## config.mk

```make
export PLATFORM = sky130hd
export DESIGN_NAME = mem_arbiter
export DESIGN_NICKNAME = d
export VERILOG_FILES = /design/src/rtl/mem_arbiter.sv
export SDC_FILE = /design/constraint.sdc
export NUM_CORES = 1
export LEC_CHECK = 0
export CAP_MARGIN = 15
export CORE_MARGIN = 2
export CORE_UTILIZATION = 29
export CTS_BUF_LIST = sky130_fd_sc_hd__clkbuf_16
export CTS_CLUSTER_DIAMETER = 50
export DETAILED_ROUTE_END_ITERATION = 12
export HOLD_SLACK_MARGIN = 0.05
export MAX_ROUTING_LAYER = met4
export PLACE_DENSITY = 0.76
export SYNTH_ARGS = -nofsm -noshare
export SYNTH_HDL_FRONTEND = slang
export SYNTH_SLANG_ARGS = --single-unit
```

## constraint.sdc

```tcl
create_clock -name clk -period 1.8 [get_ports clk]
set_input_delay 0.45 -clock clk [delete_from_list [all_inputs] [get_ports clk]]
set_output_delay 0.45 -clock clk [all_outputs]
set_load 0.05 [all_outputs]
```

## src/rtl/mem_arbiter.sv

```systemverilog
`default_nettype none
// +--------------------------------------------------------------------------+
// | mem_arbiter: shares one single-port sync RAM between CPU and DMA.         |
// | Optional: MEM_ARB_RR_EN selects strict alternation for contested cycles.  |
// | Revision: 1.0                                                             |
// +--------------------------------------------------------------------------+
module mem_arbiter #(
  parameter int AW            = 16,
  parameter int DW            = 8,
  parameter int MAX_CPU_BURST = 4
) (
  input  logic          clk,
  input  logic          rst,
  input  logic          cpu_req,
  input  logic          cpu_we,
  input  logic [AW-1:0] cpu_addr,
  input  logic [DW-1:0] cpu_wdata,
  output logic          cpu_gnt,
  output logic          cpu_rvalid,
  output logic [DW-1:0] cpu_rdata,
  input  logic          dma_req,
  input  logic          dma_we,
  input  logic [AW-1:0] dma_addr,
  input  logic [DW-1:0] dma_wdata,
  input  logic          dma_lock,
  output logic          dma_gnt,
  output logic          dma_rvalid,
  output logic [DW-1:0] dma_rdata,
  output logic          mem_en,
  output logic          mem_we,
  output logic [AW-1:0] mem_addr,
  output logic [DW-1:0] mem_wdata,
  input  logic [DW-1:0] mem_rdata
);

  typedef enum logic [1:0] {S_IDLE, S_CPU, S_DMA, S_DMA_LOCKED} state_t;
  typedef enum logic [1:0] {OWN_NONE, OWN_CPU, OWN_DMA} owner_t;

  if (MAX_CPU_BURST < 1 || MAX_CPU_BURST > 15) begin : g_bad_burst
    $error("mem_arbiter: MAX_CPU_BURST must be in 1..15");
  end

  state_t        r_state;
  state_t        w_state_nxt;
  owner_t        r_rd_owner;
  logic [DW-1:0] r_cpu_rdata;
  logic [DW-1:0] r_dma_rdata;
  logic          w_cpu_win;
  logic          w_dma_win;
  logic          w_contested;
  logic          w_locked;

`ifdef MEM_ARB_RR_EN
  logic          r_rr_dma_turn;
`else
  localparam logic [3:0] c_max_burst = 4'(MAX_CPU_BURST);
  logic [3:0]    r_burst;
`endif

  assign w_contested = cpu_req & dma_req;
  assign w_locked    = (r_state == S_DMA_LOCKED) & dma_lock;

  always_comb begin
    w_cpu_win   = 1'b0;
    w_dma_win   = 1'b0;
    w_state_nxt = S_IDLE;
    if (rst) begin
      w_cpu_win = 1'b0;
    end else if (cpu_req && !dma_req) begin
      w_cpu_win = 1'b1;
    end else if (dma_req && !cpu_req) begin
      w_dma_win = 1'b1;
    end else if (w_contested) begin
      if (w_locked) begin
        w_dma_win = 1'b1;
`ifdef MEM_ARB_RR_EN
      end else if (r_rr_dma_turn) begin
`else
      end else if (r_burst == c_max_burst) begin
`endif
        w_dma_win = 1'b1;
      end else begin
        w_cpu_win = 1'b1;
      end
    end
    if (w_cpu_win)      w_state_nxt = S_CPU;
    else if (w_dma_win) w_state_nxt = dma_lock ? S_DMA_LOCKED : S_DMA;
  end

  assign cpu_gnt   = w_cpu_win;
  assign dma_gnt   = w_dma_win;
  assign mem_en    = w_cpu_win | w_dma_win;
  assign mem_we    = w_cpu_win ? cpu_we    : (w_dma_win ? dma_we    : 1'b0);
  assign mem_addr  = w_cpu_win ? cpu_addr  : (w_dma_win ? dma_addr  : '0);
  assign mem_wdata = w_cpu_win ? cpu_wdata : (w_dma_win ? dma_wdata : '0);

  always_ff @(posedge clk or posedge rst) begin
    if (rst) begin
      r_state     <= S_IDLE;
      r_rd_owner  <= OWN_NONE;
      r_cpu_rdata <= '0;
      r_dma_rdata <= '0;
    end else begin
      r_state <= w_state_nxt;
      if (w_cpu_win && !cpu_we)      r_rd_owner <= OWN_CPU;
      else if (w_dma_win && !dma_we) r_rd_owner <= OWN_DMA;
      else                           r_rd_owner <= OWN_NONE;
      if (r_rd_owner == OWN_CPU) r_cpu_rdata <= mem_rdata;
      if (r_rd_owner == OWN_DMA) r_dma_rdata <= mem_rdata;
    end
  end

`ifdef MEM_ARB_RR_EN
  // Locked cycles do not move the alternation pointer.
  always_ff @(posedge clk or posedge rst) begin
    if (rst)                         r_rr_dma_turn <= 1'b0;
    else if (w_contested && !w_locked) r_rr_dma_turn <= w_cpu_win;
  end
`else
  always_ff @(posedge clk or posedge rst) begin
    if (rst)                                        r_burst <= '0;
    else if (!dma_req || w_dma_win)                 r_burst <= '0;
    else if (w_cpu_win && (r_burst != c_max_burst)) r_burst <= r_burst + 4'd1;
  end
`endif

  // RAM data arrives the cycle after the grant; expose it live, then hold it.
  assign cpu_rvalid = (r_rd_owner == OWN_CPU);
  assign dma_rvalid = (r_rd_owner == OWN_DMA);
  assign cpu_rdata  = cpu_rvalid ? mem_rdata : r_cpu_rdata;
  assign dma_rdata  = dma_rvalid ? mem_rdata : r_dma_rdata;

endmodule
`default_nettype wire

```

# Word-level counts from Yosys, hierarchy flattened
# Index checks and enable logic that the tools add are counted.
[word_totals] input_bits=63 mem_bits_ro=0 memories=0 register_bits=24 latchBits=0 ram_bits=0
[classes] addsub=1 n_mux=27 order_cmp=0 n_eq_ne=5 n_bitwise=3 n_reduce_logical=11 n_shift=0 n_mul=0 n_div=0
[op_table] op="16-bit 2-to-1 mux" n=2
[op_table] op="8-bit 2-to-1 mux" n=4
[op_table] op="1-bit 2-to-1 mux" n=15
[op_table] op="2-bit 2-to-1 mux" n=4
[op_table] op="4-bit 2-to-1 mux" n=2
[op_table] op="1-bit logical AND" n=5
[op_table] op="4-bit by 1-bit adder with 4-bit output, second input constant" n=1
[op_table] op="2-bit == test, second input constant" n=2
[op_table] op="4-bit by 3-bit == test with 1-bit output, second input constant" n=1
[op_table] op="1-bit logical NOT" n=4
[op_table] op="4-bit by 3-bit inequality test with 1-bit output, second input constant" n=1
[op_table] op="1-bit bitwise AND" n=2
[op_table] op="2-bit by 1-bit == test with 1-bit output, second input constant" n=1
[op_table] op="2-bit nonzero test" n=1
[op_table] op="1-bit logical OR" n=1
[op_table] op="1-bit bitwise OR" n=1

# Logic depth before layout (Yosys ltp)
[logic_depth] word_depth=10 ltp_mapped=8 depth_no_buf=6

# Least setup slack after synthesis
# No wires, ideal clock.
[synth_path] kind="register to output" startpoint="register r_burst[0]" endpoint="output mem_addr[14]" path_stages_with_launch=9 required_ps=1350 setup_slack_ps=-466 arrival_ps=1816 path_cell_list="dfrtp_1 > inv_1 > ha_1 > nand3b_2 > a31oi_2 > and2_4 > buf_12 > buf_12 > a22o_1"
[synth_via] elab_chain_len=9 word_cells_on_any_way=15 cone_classes="1 x eq/ne; 14 x mux"
[synth_lines] element="start, declared" line="57" text="logic [3:0] r_burst;"
[synth_lines] element="start signal, assigned" line="123" text="else if (w_cpu_win && (r_burst != c_max_burst)) r_burst <= r_burst + 4'd1;"
[synth_lines] element="4-bit by 3-bit == test with 1-bit output" line="79" text="end else if (r_burst == c_max_burst) begin"
[synth_lines] element="1-bit 2-to-1 mux" line="79"
[synth_lines] element="1-bit 2-to-1 mux" line="74" text="if (w_locked) begin"
[synth_lines] element="1-bit 2-to-1 mux" line="73" text="end else if (w_contested) begin"
[synth_lines] element="1-bit 2-to-1 mux" line="71" text="end else if (dma_req && !cpu_req) begin"
[synth_lines] element="1-bit 2-to-1 mux" line="69" text="end else if (cpu_req && !dma_req) begin"
[synth_lines] element="1-bit 2-to-1 mux" line="67" text="if (rst) begin"
[synth_lines] element="net dma_gnt" line="26" text="output logic dma_gnt,"
[synth_lines] element="16-bit 2-to-1 mux (2 in series)" line="94" text="assign mem_addr = w_cpu_win ? cpu_addr : (w_dma_win ? dma_addr : '0);"
[synth_lines] element="end, declared" line="31" text="output logic [AW-1:0] mem_addr,"
# The timed path passes the listed nets, and every way through them passes these cells.

# Worst setup path after layout
[layout_path] startpoint="register r_burst[1]" endpoint="output mem_addr[0]"
[layout_via] elab_chain_len=9 word_cells_on_any_way=15 cone_classes="1 x eq/ne; 14 x mux"
[layout_lines] element="4-bit by 3-bit == test with 1-bit output *" line="79"
[layout_lines] element="1-bit 2-to-1 mux" line="79"
[layout_lines] element="1-bit 2-to-1 mux" line="74"
[layout_lines] element="1-bit 2-to-1 mux" line="73"
[layout_lines] element="1-bit 2-to-1 mux" line="71"
[layout_lines] element="1-bit 2-to-1 mux" line="69"
[layout_lines] element="1-bit 2-to-1 mux" line="67"
[layout_lines] element="16-bit 2-to-1 mux" line="94"
[layout_lines] element="16-bit 2-to-1 mux *" line="94"
# Mark *: on every way between the ends. The rest lies on a longest branch, timed or not.

==> out/results.txt <==
status - finished, violations left
failing checks - negative setup slack
relative slew slack - 80.7%
DIE HEIGHT - 71.7 um
Finish-stage setup viols - 44
Worst setup SP type - flop
synthesized area per cell - 12.1 um^2
Power Dens Cells - 779 nW/um^2
unrepaired setup endpoints after global routing - true
YS warnings - 0
io pins - 109
Initial Util - 30.3%
Skew-Pair Late Insertion Delay - 260 ps
port bufs - 108
type of the worst setup path - flop to output pin
combinational share of power - 54.2%
crit-path max FO - 11
number of remaining DRC errors - 0
CTS root buf - clkbuf_16
initial antenna violation count - 0
Mapped Nets - 175
CP peak stage delay - 390 ps
Die Footprint - 5140 um^2
initial drt markers - 25
Reg clk slew, reported paths - 60 ps
dpl cell area - 3170 um^2
CP cell instances - inv_2 > ha_4 > nand3b_4 > a31oi_4 > and2_4 > buf_12 > a22o_4 > buf_12
number of nets in the layout - 315
Hold Fails Final Rpt - 0
Mapped Area - 1330 um^2
Setup crit end kind - output pin
routed via count - 1,464
cts hold-fix bufs - 0
Hold Path Class - primary input to asynchronous set/reset pin
Final ANT Viol Nets - 0
Post-DP HPWL - 4.35 mm
TritonCTS clock tree - built
number of cells on the worst reg-to-reg path - 9
Rows - 24
synth-to-layout area growth - 169%
Die Width - 71.7 um
DR pass1 iterations - 5
Distinct cells, synth - 30
reg-to-reg endpoint - r_burst[3]
DP Cell Count - 283
wire length of the first global-routing pass - 8.80 mm
non-filler instance count after layout - 301
P_sw - 952 uW
TNS Setup - -13,700 ps
CP Data Required Time - 1350 ps
Total GRT Usage - 23.3%
H-tree levels - 1
layout cells sized above 1 - 56.6%
core area - 4380 um^2
Worst path most repeated cell - buf_12
CTS Buf Count - 3
clock network fraction of design power - 22.5%
Crit Reg-Reg Startpoint - r_burst[0]
Synth Register Bits - 24
CTS sink cnt - 24
Max Cap Viol - 0
Final Util - 81.7%
fin crit share - 125%
clock skew - 6.52 ps
design area - 3580 um^2
Tmin final - 2250 ps
Internal Power - 1.84 mW
clock buffer depth - 2
post-synthesis sequential area ratio - 45.2%
arrival time at the worst endpoint - 1800 ps
final count of pins violating max slew - 0
Synth Instances - 110
ANT cells - 0
drt total wl - 6.02 mm
VDD IR-drop max - 1110 uV
flop2flop setup slack - -50 ps
Sw Ratio - 34.1%
largest net degree at the start of global routing - 23
LEAKAGE - 1.65 nW
global placer's final weighted congestion - 0.824
Crit-path slowest cell - dfrtp_1
sequential share of power - 23.4%
GR Overflow Total - 0
vias per cell - 4.86
Pwr Total - 2.79 mW
Final Worst Setup Slack - -454 ps
DR WL/cell - 20.0 um
vias in the first global route - 1,570
worst slew pin tran - 287 ps
FMAX - 444 MHz
-- critical path, delay by kind of cell, from the launching register on --
family	cells	cell delay, ps
flip-flops	1	390
adder cells (fa/ha/maj)	1	160
AND/OR/NAND/NOR	2	330
AO/OA/AOI/OAI	2	310
buffers and inverters	3	350
-- cell families after synthesis --
group                    Yosys count  synth area share, %
multiplexers                      17                 14.3
AO/OA/AOI/OAI                     30                 19.3
buffers and inverters             12                 7.24
flip-flops                        24                 45.2
XOR/XNOR                           1                0.659
adder cells (fa/ha/maj)            2                 1.88
AND/OR/NAND/NOR                   24                 11.5
-- worst max path at each step --
stage,from,to,slack [ps],cells past startpoint
2_1_floorplan,r_burst[0],mem_addr[14],-160,8
3_3_place_gp,dma_lock,mem_addr[0],-620,7
3_5_place_dp,dma_lock,mem_addr[15],-670,7
4_1_cts,r_burst[0],mem_addr[15],-430,8
5_1_grt,r_burst[1],mem_we,-520,8
6_report,r_burst[1],mem_addr[0],-450,8
-- metal layers --
| layer | vias to the layer above | track usage [%] | part of all wire, % |
|---|---|---|---|
| met5 | - | - | 0 |
| met1 | 734 | 29.2 | 40 |
| met2 | 28 | 38.3 | 55 |
| met4 | 0 | 7.34 | 2.7 |
| li1 | 690 | - | - |
| met3 | 12 | 4.22 | 2.6 |
-- synthesized netlist by cell type --
master | n | area share, %
nand4b_1 | 1 | 0.66
and2_1 | 1 | 0.47
nand2b_1 | 2 | 0.94
nor2b_4 | 1 | 1.0
and2_4 | 1 | 0.66
a22o_1 | 25 | 16
inv_2 | 1 | 0.28
or4_1 | 1 | 0.56
nand3_1 | 3 | 1.1
inv_1 | 4 | 1.1
o21ai_0 | 1 | 0.38
a21oi_1 | 1 | 0.38
ha_1 | 2 | 1.9
o21a_1 | 1 | 0.56
xor2_1 | 1 | 0.66
dfrtp_1 | 24 | 45
a21boi_0 | 1 | 0.56
clkbuf_1 | 2 | 0.56
nor2b_1 | 1 | 0.47
mux2i_1 | 1 | 0.75
mux2_2 | 16 | 14
buf_12 | 3 | 4.5
nand3b_2 | 1 | 0.85
nand3_2 | 1 | 0.75
and2b_1 | 1 | 0.56
nand2_1 | 1 | 0.28
buf_2 | 2 | 0.75
nand4_1 | 3 | 1.4
nor2_1 | 6 | 1.7
a31oi_2 | 1 | 0.94
-- power groups by stage --
stage | Clock, mW | Combinational [mW] | Sequential (mW)
6_report | 0.627 | 1.51 | 0.652
5_1_grt | 0.661 | 1.56 | 0.661
4_1_cts | 0.638 | 1.46 | 0.650
3_5_place_dp | 0 | 1.34 | 0.656
2_1_floorplan | 0 | 0.673 | 0.648
3_3_place_gp | 0 | 1.32 | 0.649
-- state kept, by name, summed over array words and instances (netlist names) --
signal,count
r_burst,4
r_cpu_rdata,8
r_dma_rdata,8
r_rd_owner,2
r_state,2
-- per-stage QoR --
step	setup slack, ps	hold WS [ps]
global placement	-617	482
floorplan	-156	465
global route	-518	473
finish	-454	469
detailed placement	-670	487
CTS	-431	455
-- cells in the final DEF (no fill, tap or decap), types with 2 or more instances in the layout --
cell / instances
buf_8: 5
nand3_2: 2
buf_12: 43
inv_2: 3
dfrtp_1: 23
dlygate4sd2_1: 3
buf_6: 9
a22o_2: 2
clkbuf_16: 4
nand3_1: 2
nor2b_4: 2
a22o_4: 23
inv_1: 2
nand4_1: 3
clkdlybuf4s50_1: 58
nor2_1: 5
buf_4: 22
mux2_4: 16
-- what timing repair did --
item | CTS | global route
pin swaps | 2 | 3
setup buffers | 6 | 7
setup endpoints to repair | 45 | 45
hold endpoints to repair | 0 | 0
gates resized for setup | 44 | 12
gates cloned | 1 | 1
-- layout make-up --
class	count	area [um^2]
clock inverters	1	30.0
inverters	5	18.8
repair buffers	142	1840
fillers	229	801
well taps	52	65.1
clock buffers	3	75.1
flip-flops and latches	24	602
multi-input cells	74	953
Note: power is estimated with default switching activity, not from simulation.
==> RTL change 1 (config.mk and constraints unchanged) <==
Encoding of `owner_t`: now one-hot (3 bits for 3 values).
--- a/src/rtl/mem_arbiter.sv
+++ b/src/rtl/mem_arbiter.sv
@@ -35,5 +35,5 @@
 
   typedef enum logic [1:0] {S_IDLE, S_CPU, S_DMA, S_DMA_LOCKED} state_t;
-  typedef enum logic [1:0] {OWN_NONE, OWN_CPU, OWN_DMA} owner_t;
+  typedef enum logic [2:0] {OWN_NONE = 3'b001, OWN_CPU = 3'b010, OWN_DMA = 3'b100} owner_t;
 
   if (MAX_CPU_BURST < 1 || MAX_CPU_BURST > 15) begin : g_bad_burst
Behaviour: no difference found for any inputs over 10 cycles, from zero or initial values and one cycle with rst high; not proved beyond that.
==> RTL change 1 against the original RTL <==
The flow still finishes with violations (setup timing); sequential power grew 4.0%; non-clock buffer count up 15; critical endpoint is now mem_wdata[6]; critical path type unchanged; synthesized area grew 3.0%; first-iteration DRC count rose to 3.4 times the old value; sequential cell count is 1 higher; routed wire length fell by 4.2%; die area up 2.9%; synthesized cell count rose by 0.91%; count of clock-buffer cells in the layout did not move; final area increased by 4.4%; combinational power hardly changed; total power down 3.5%; worst setup slack got worse by 0.027 ns.
==> RTL change 1: results (changes against the original RTL) <==
Status
  • Status: complete, but fails checks
  • Failing checks: setup timing

Setup path
  • Crit-path max FO: 10 (-1)
  • Worst Path Arrival: 1.83 ns (+0.03 ns)

Timing
  • PnR worst setup slack: -0.482 ns (-0.0273 ns)
  • Fin Setup TNS: -16.06 ns (-2.37 ns)
  • Final setup fails: 43 (-2.3%)
  • Final Skew: 0.00576 ns (-0.000758 ns)
  • Worst-Margin Slew: 0.319 ns (+0.0327 ns)

Routing
  • WL per Instance: 18.1 um (-9.6%)
  • Drt first-iter violations: 84 (+240%)
  • Vias: 1543 (+5.4%)
  • First drt pass iteration count: 4 (-1)

Worst hold path
  • Worst hold-check path type: flip-flop to flip-flop

Synth
  • Post-Synth XOR/XNOR Area: 0.00639 (-0.000192)
  • Compound-Gate Fraction of Synth Area: 0.187 (-0.00564)
  • Part of the Yosys area used for sequential elements: 0.458 (+0.00598)
  • Post-synthesis mux area share: 0.139 (-0.00418)
  • Syn Nets: 176 (+0.57%)
  • Synthesized-area fraction occupied by adder cells: 0.0183 (-0.000550)
  • Commonest cells in the netlist: a22o_1, dfrtp_1, mux2_2
  • Unique masters post-synth: 31 (+3.3%)

GRT
  • Largest net degree at the start of global routing: 26 (+13%)
  • Number of global-route vias before repair: 1746 (+11%)
  • Total GRT Usage: 0.228 (-0.00513)
  • First-pass GRT wire length: 8.83 mm (+0.32%)

Cells and area
  • Nets: 331 (+5.1%)
  • Share of cells above drive strength 1: 0.589 (+0.0224)
  • Sequential cell area: 627 um^2 (+4.2%)
  • # fillers: 258 (+13%)

Place
  • Placed cell area: 3090 um^2 (-2.5%)
  • Gpl congestion: 0.783 (-5.0%)
  • Hpwl dp: 4.01 mm (-7.8%)

Pwr
  • Peak VDD IR: 0.450 mV (-59%)
  • Sw Ratio: 0.355 (+0.0140)
  • Pleak: 0.00171 uW (+3.6%)

CTS
  • Htree depth: 1 (unchanged)
==> RTL change 1: timing repair <==
action                                  CTS  global route
endpoints found under the setup margin   45            46
pin swaps                                 7             7
hold endpoints to repair                  0             0
resized for setup                        75            12
setup buffers                            22             7
gates cloned                              5             0
==> RTL change 1: power groups by stage <==
stage	Combinational, uW	Sequential, uW	Clock (uW)
after floorplan	653	671	0
after global routing	1570	684	543
final	1510	678	503
after CTS	1480	673	514
after detailed placement	1160	679	0
after global placement	1150	672	0
==> RTL change 1: worst max-delay path, cell delays in order, from the launching register on <==
cell and delay, ns:
dfrtp_1 0.40, inv_2 0.07, ha_4 0.15, buf_6 0.09, nand4b_1 0.10, nand3_2 0.14
inv_6 0.08, buf_12 0.15, a22o_4 0.22, buf_12 0.14
==> RTL change 1: worst paths after layout <==
path	cells after the start	to	slack [ns]	startpoint
min in group asynchronous	4	r_burst[0]$_DFFE_PP0P_	0.63	rst
min reg2reg	1	r_dma_rdata[4]$_DFF_PP0_	0.51	r_dma_rdata[4]$_DFF_PP0_
max reg2reg	8	r_burst[3]$_DFFE_PP0P_	0	r_burst[0]$_DFFE_PP0P_
max in group asynchronous	4	r_rd_owner[0]$_DFF_PP1_	0.87	rst
max	9	mem_wdata[6]	-0.48	r_burst[0]$_DFFE_PP0P_
min	1	r_dma_rdata[4]$_DFF_PP0_	0.51	r_dma_rdata[4]$_DFF_PP0_
==> RTL change 1: area by class of cell <==
type,instances,area share
inverters,4,0.00535
clock inverters,1,0.00201
multi-input cells,75,0.264
clock buffers,3,0.0201
well taps,54,0.0181
flip-flops and latches,25,0.168
repair buffers,157,0.523
==> RTL change 1: kinds of logic after synthesis <==
group | after synthesis
xor gates and xnor gates | 1
buffers and inverters | 11
and+or+nand+nor | 25
adders and majority gates | 2
AOI/OAI and AO/OA | 30
DFF | 25
muxes | 17
==> RTL change 1: stage by stage <==
stage | instances | worst slack, ns
6_report | 319 | -0.482
5_1_grt | 319 | -0.563
4_1_cts | 315 | -0.522
3_5_place_dp | 285 | -0.669
3_3_place_gp | 285 | -0.635
2_1_floorplan | 111 | -0.166
==> RTL change 1: layer usage <==
layer  vias up  routed length (um)  global-route usage
li1        732                   -                   -
met1       728                2020               0.243
met2        81                3290               0.434
met3         2                 427              0.0497
met4         0                  26              0.0370
met5         -                   0                   -
==> RTL change 2 (same settings) <==
Made on the original files. Change the parameter `DW` from 8 to 10.
--- a/src/rtl/mem_arbiter.sv
+++ b/src/rtl/mem_arbiter.sv
@@ -7,5 +7,5 @@
 module mem_arbiter #(
   parameter int AW            = 16,
-  parameter int DW            = 8,
+  parameter int DW            = 10,
   parameter int MAX_CPU_BURST = 4
 ) (
Ports: changed (6 resized); port bits go from 109 to 121. The function was not compared with the original's and may differ.
==> RTL change 2 against the original RTL <==
The flow still finishes with violations (setup timing); register-to-register slack gained 0.19 ns; synthesized area increased by 11%; sequential cell count is 4 higher; synthesized cell count grew 10%; final area grew 12%; final cell count rose by 17%; worst setup slack worse by 0.012 ns; non-clock buffer count rose by 22; count of clock-buffer cells in the layout is the same; first-iteration DRC count rose by 110%; total power rose by 8.9%; routed wire length decreased by 6.0%.
==> RTL change 2: results (changes against the original RTL) <==
Status
  • Status: complete, but fails checks
  • Failing checks: setup timing

Synth
  • Top FF cell, synth: dfrtp_1
  • Leading post-synthesis cells by cell area: dfrtp_1, a22o_1, mux2_2
  • Mean Syn Cell Area: 12.2 um^2 (+1.2%)
  • Synth warn: 0 (unchanged)
  • Async set or reset register ratio after synthesis: 1.00 (unchanged)
  • Syn Nets: 192 (+9.7%)
  • Part of the Yosys area used for sequential elements: 0.473 (+0.0218)
  • Commonest cells in the netlist: dfrtp_1, a22o_1, mux2_2

Pwr
  • Peak VDD IR: 0.532 mV (-52%)
  • Pleak: 0.00184 uW (+11%)

Timing
  • Final setup fails: 49 (+11%)
  • PnR worst setup slack: -0.467 ns (-0.0124 ns)
  • Final Skew: 0.00123 ns (-0.00529 ns)
  • Hold WS: 0.465 ns (-0.00468 ns)
  • Max transition margin: 0.830 (+0.0233)

CTS
  • Clk_lat worst skew: around 0.25 ns
  • Clock slew seen by the registers of the worst setup and hold paths: 0.06 ns (about the same)
  • Htree depth: 1 (unchanged)
  • Worst-case clock buffer depth: 2 (unchanged)

Place
  • Buffers on Ports: 120 (+11%)
  • Dpl ws: -0.648 ns (+0.0226 ns)
  • Placed cell area: 3530 um^2 (+11%)
  • Gpl congestion: 0.830 (+0.75%)
  • Hpwl dp: 4.27 mm (-2.0%)
  • Placed cell count: 327 (+16%)

GRT
  • Total GRT Usage: 0.194 (-0.0388)
  • Largest net degree at the start of global routing: 27 (+17%)
  • First-pass GRT wire length: 8.14 mm (-7.4%)
  • Number of global-route vias before repair: 1755 (+12%)
  • Initial antenna violation count: 0 (unchanged)

Setup path
  • RR Endpoint: r_burst[3]$_DFFE_PP0P_
  • Reg2Reg Depth: 7 (-2)
  • Crit-path max FO: 7 (-4)
  • Worst Path Arrival: 1.82 ns (+0.02 ns)
  • Worst reg2reg setup slack: 0.14 ns (+0.19 ns)
  • Reg-to-Reg Start: r_burst[1]$_DFFE_PP0P_

Cells and area
  • Registers with the most flip-flops: r_cpu_rdata (10), r_dma_rdata (10), r_burst (4)
  • Share of cells above drive strength 1: 0.577 (+0.0102)
  • # fillers: 299 (+31%)
  • Ant diodes: 0 (unchanged)

Routing
  • First drt pass iteration count: 4 (-1)
  • Final wirelength: 5.66 mm (-6.0%)
  • Drt first-iter violations: 53 (+110%)
  • Vias: 1661 (+13%)
  • WL per Instance: 16.1 um (-19%)

Worst hold path
  • Worst hold-check path type: primary input to async pin
## RTL change 2: changes by cell type after synthesis, sizes merged
cell / unedited run / this run
and2b: 1 / 0
nor2b: 2 / 3
mux2: 16 / 20
nand3: 4 / 3
buf: 5 / 6
mux2i: 1 / 0
a22o: 25 / 27
dfrtp: 24 / 28
a31oi: 1 / 3
## RTL change 2: cell type report
class | instances | area, um^2 | area share
flip-flops and latches | 28 | 702 | 0.175
clock buffers | 3 | 75.1 | 0.0187
multi-input cells | 81 | 1050 | 0.261
inverters | 5 | 21.3 | 0.00529
well taps | 70 | 87.6 | 0.0218
repair buffers | 164 | 2080 | 0.518
## RTL change 2: timing repair
action,CTS,global route
cloned,2,0
buffers inserted,9,11
pin swaps,6,1
setup endpoints to repair,51,50
gates resized for setup,63,5
endpoints found under the hold margin,0,0
## RTL change 2: worst max-delay path by stage
stage,start,endpoint,slack (ns),depth (start not counted)
2_1_floorplan,r_burst[0]$_DFFE_PP0P_,mem_addr[10],-0.14,8
5_1_grt,r_burst[0]$_DFFE_PP0P_,mem_addr[5],-0.54,8
3_3_place_gp,dma_lock,mem_addr[3],-0.61,7
3_5_place_dp,dma_lock,mem_wdata[9],-0.65,7
6_report,r_burst[1]$_DFFE_PP0P_,mem_addr[4],-0.47,8
4_1_cts,r_burst[1]$_DFFE_PP0P_,mem_addr[4],-0.47,8
## RTL change 2: cell families after synthesis
group,synth area share
buf+inv,0.0541
flops,0.473
xor+xnor,0.00592
simple gates,0.104
compound gates,0.194
fa+ha+maj,0.0169
mux,0.152
## RTL change 2: power by group
part | internal [uW] | switching, uW
clock | 294 | 179
combinational | 940 | 855
sequential | 735 | 38.9
## RTL change 2: routing by layer
metal,vias up,wire [um],GRT usage,part of all wire
li1,782,-,-,-
met1,799,2120,0.224,0.38
met2,76,3130,0.354,0.55
met3,4,361,0.0331,0.064
met4,0,46,0.0409,0.0081
met5,-,0,-,0
## RTL change 2: critical path: stages, from the launching register on
cell and delay (ns):
dfrtp_1 0.39, inv_2 0.08, ha_4 0.15, nand3b_4 0.10
a31oi_4 0.15, and2_4 0.26, buf_12 0.14, a22o_2 0.15
buf_12 0.13
## RTL change 2: through the flow
step / setup TNS (ns) / power, uW
detailed placement: -18.48 / 2290
global placement: -17.52 / 2270
finish: -14.21 / 3040
floorplan: -2.86 / 1560
CTS: -14.21 / 2990
global route: -17.23 / 3170
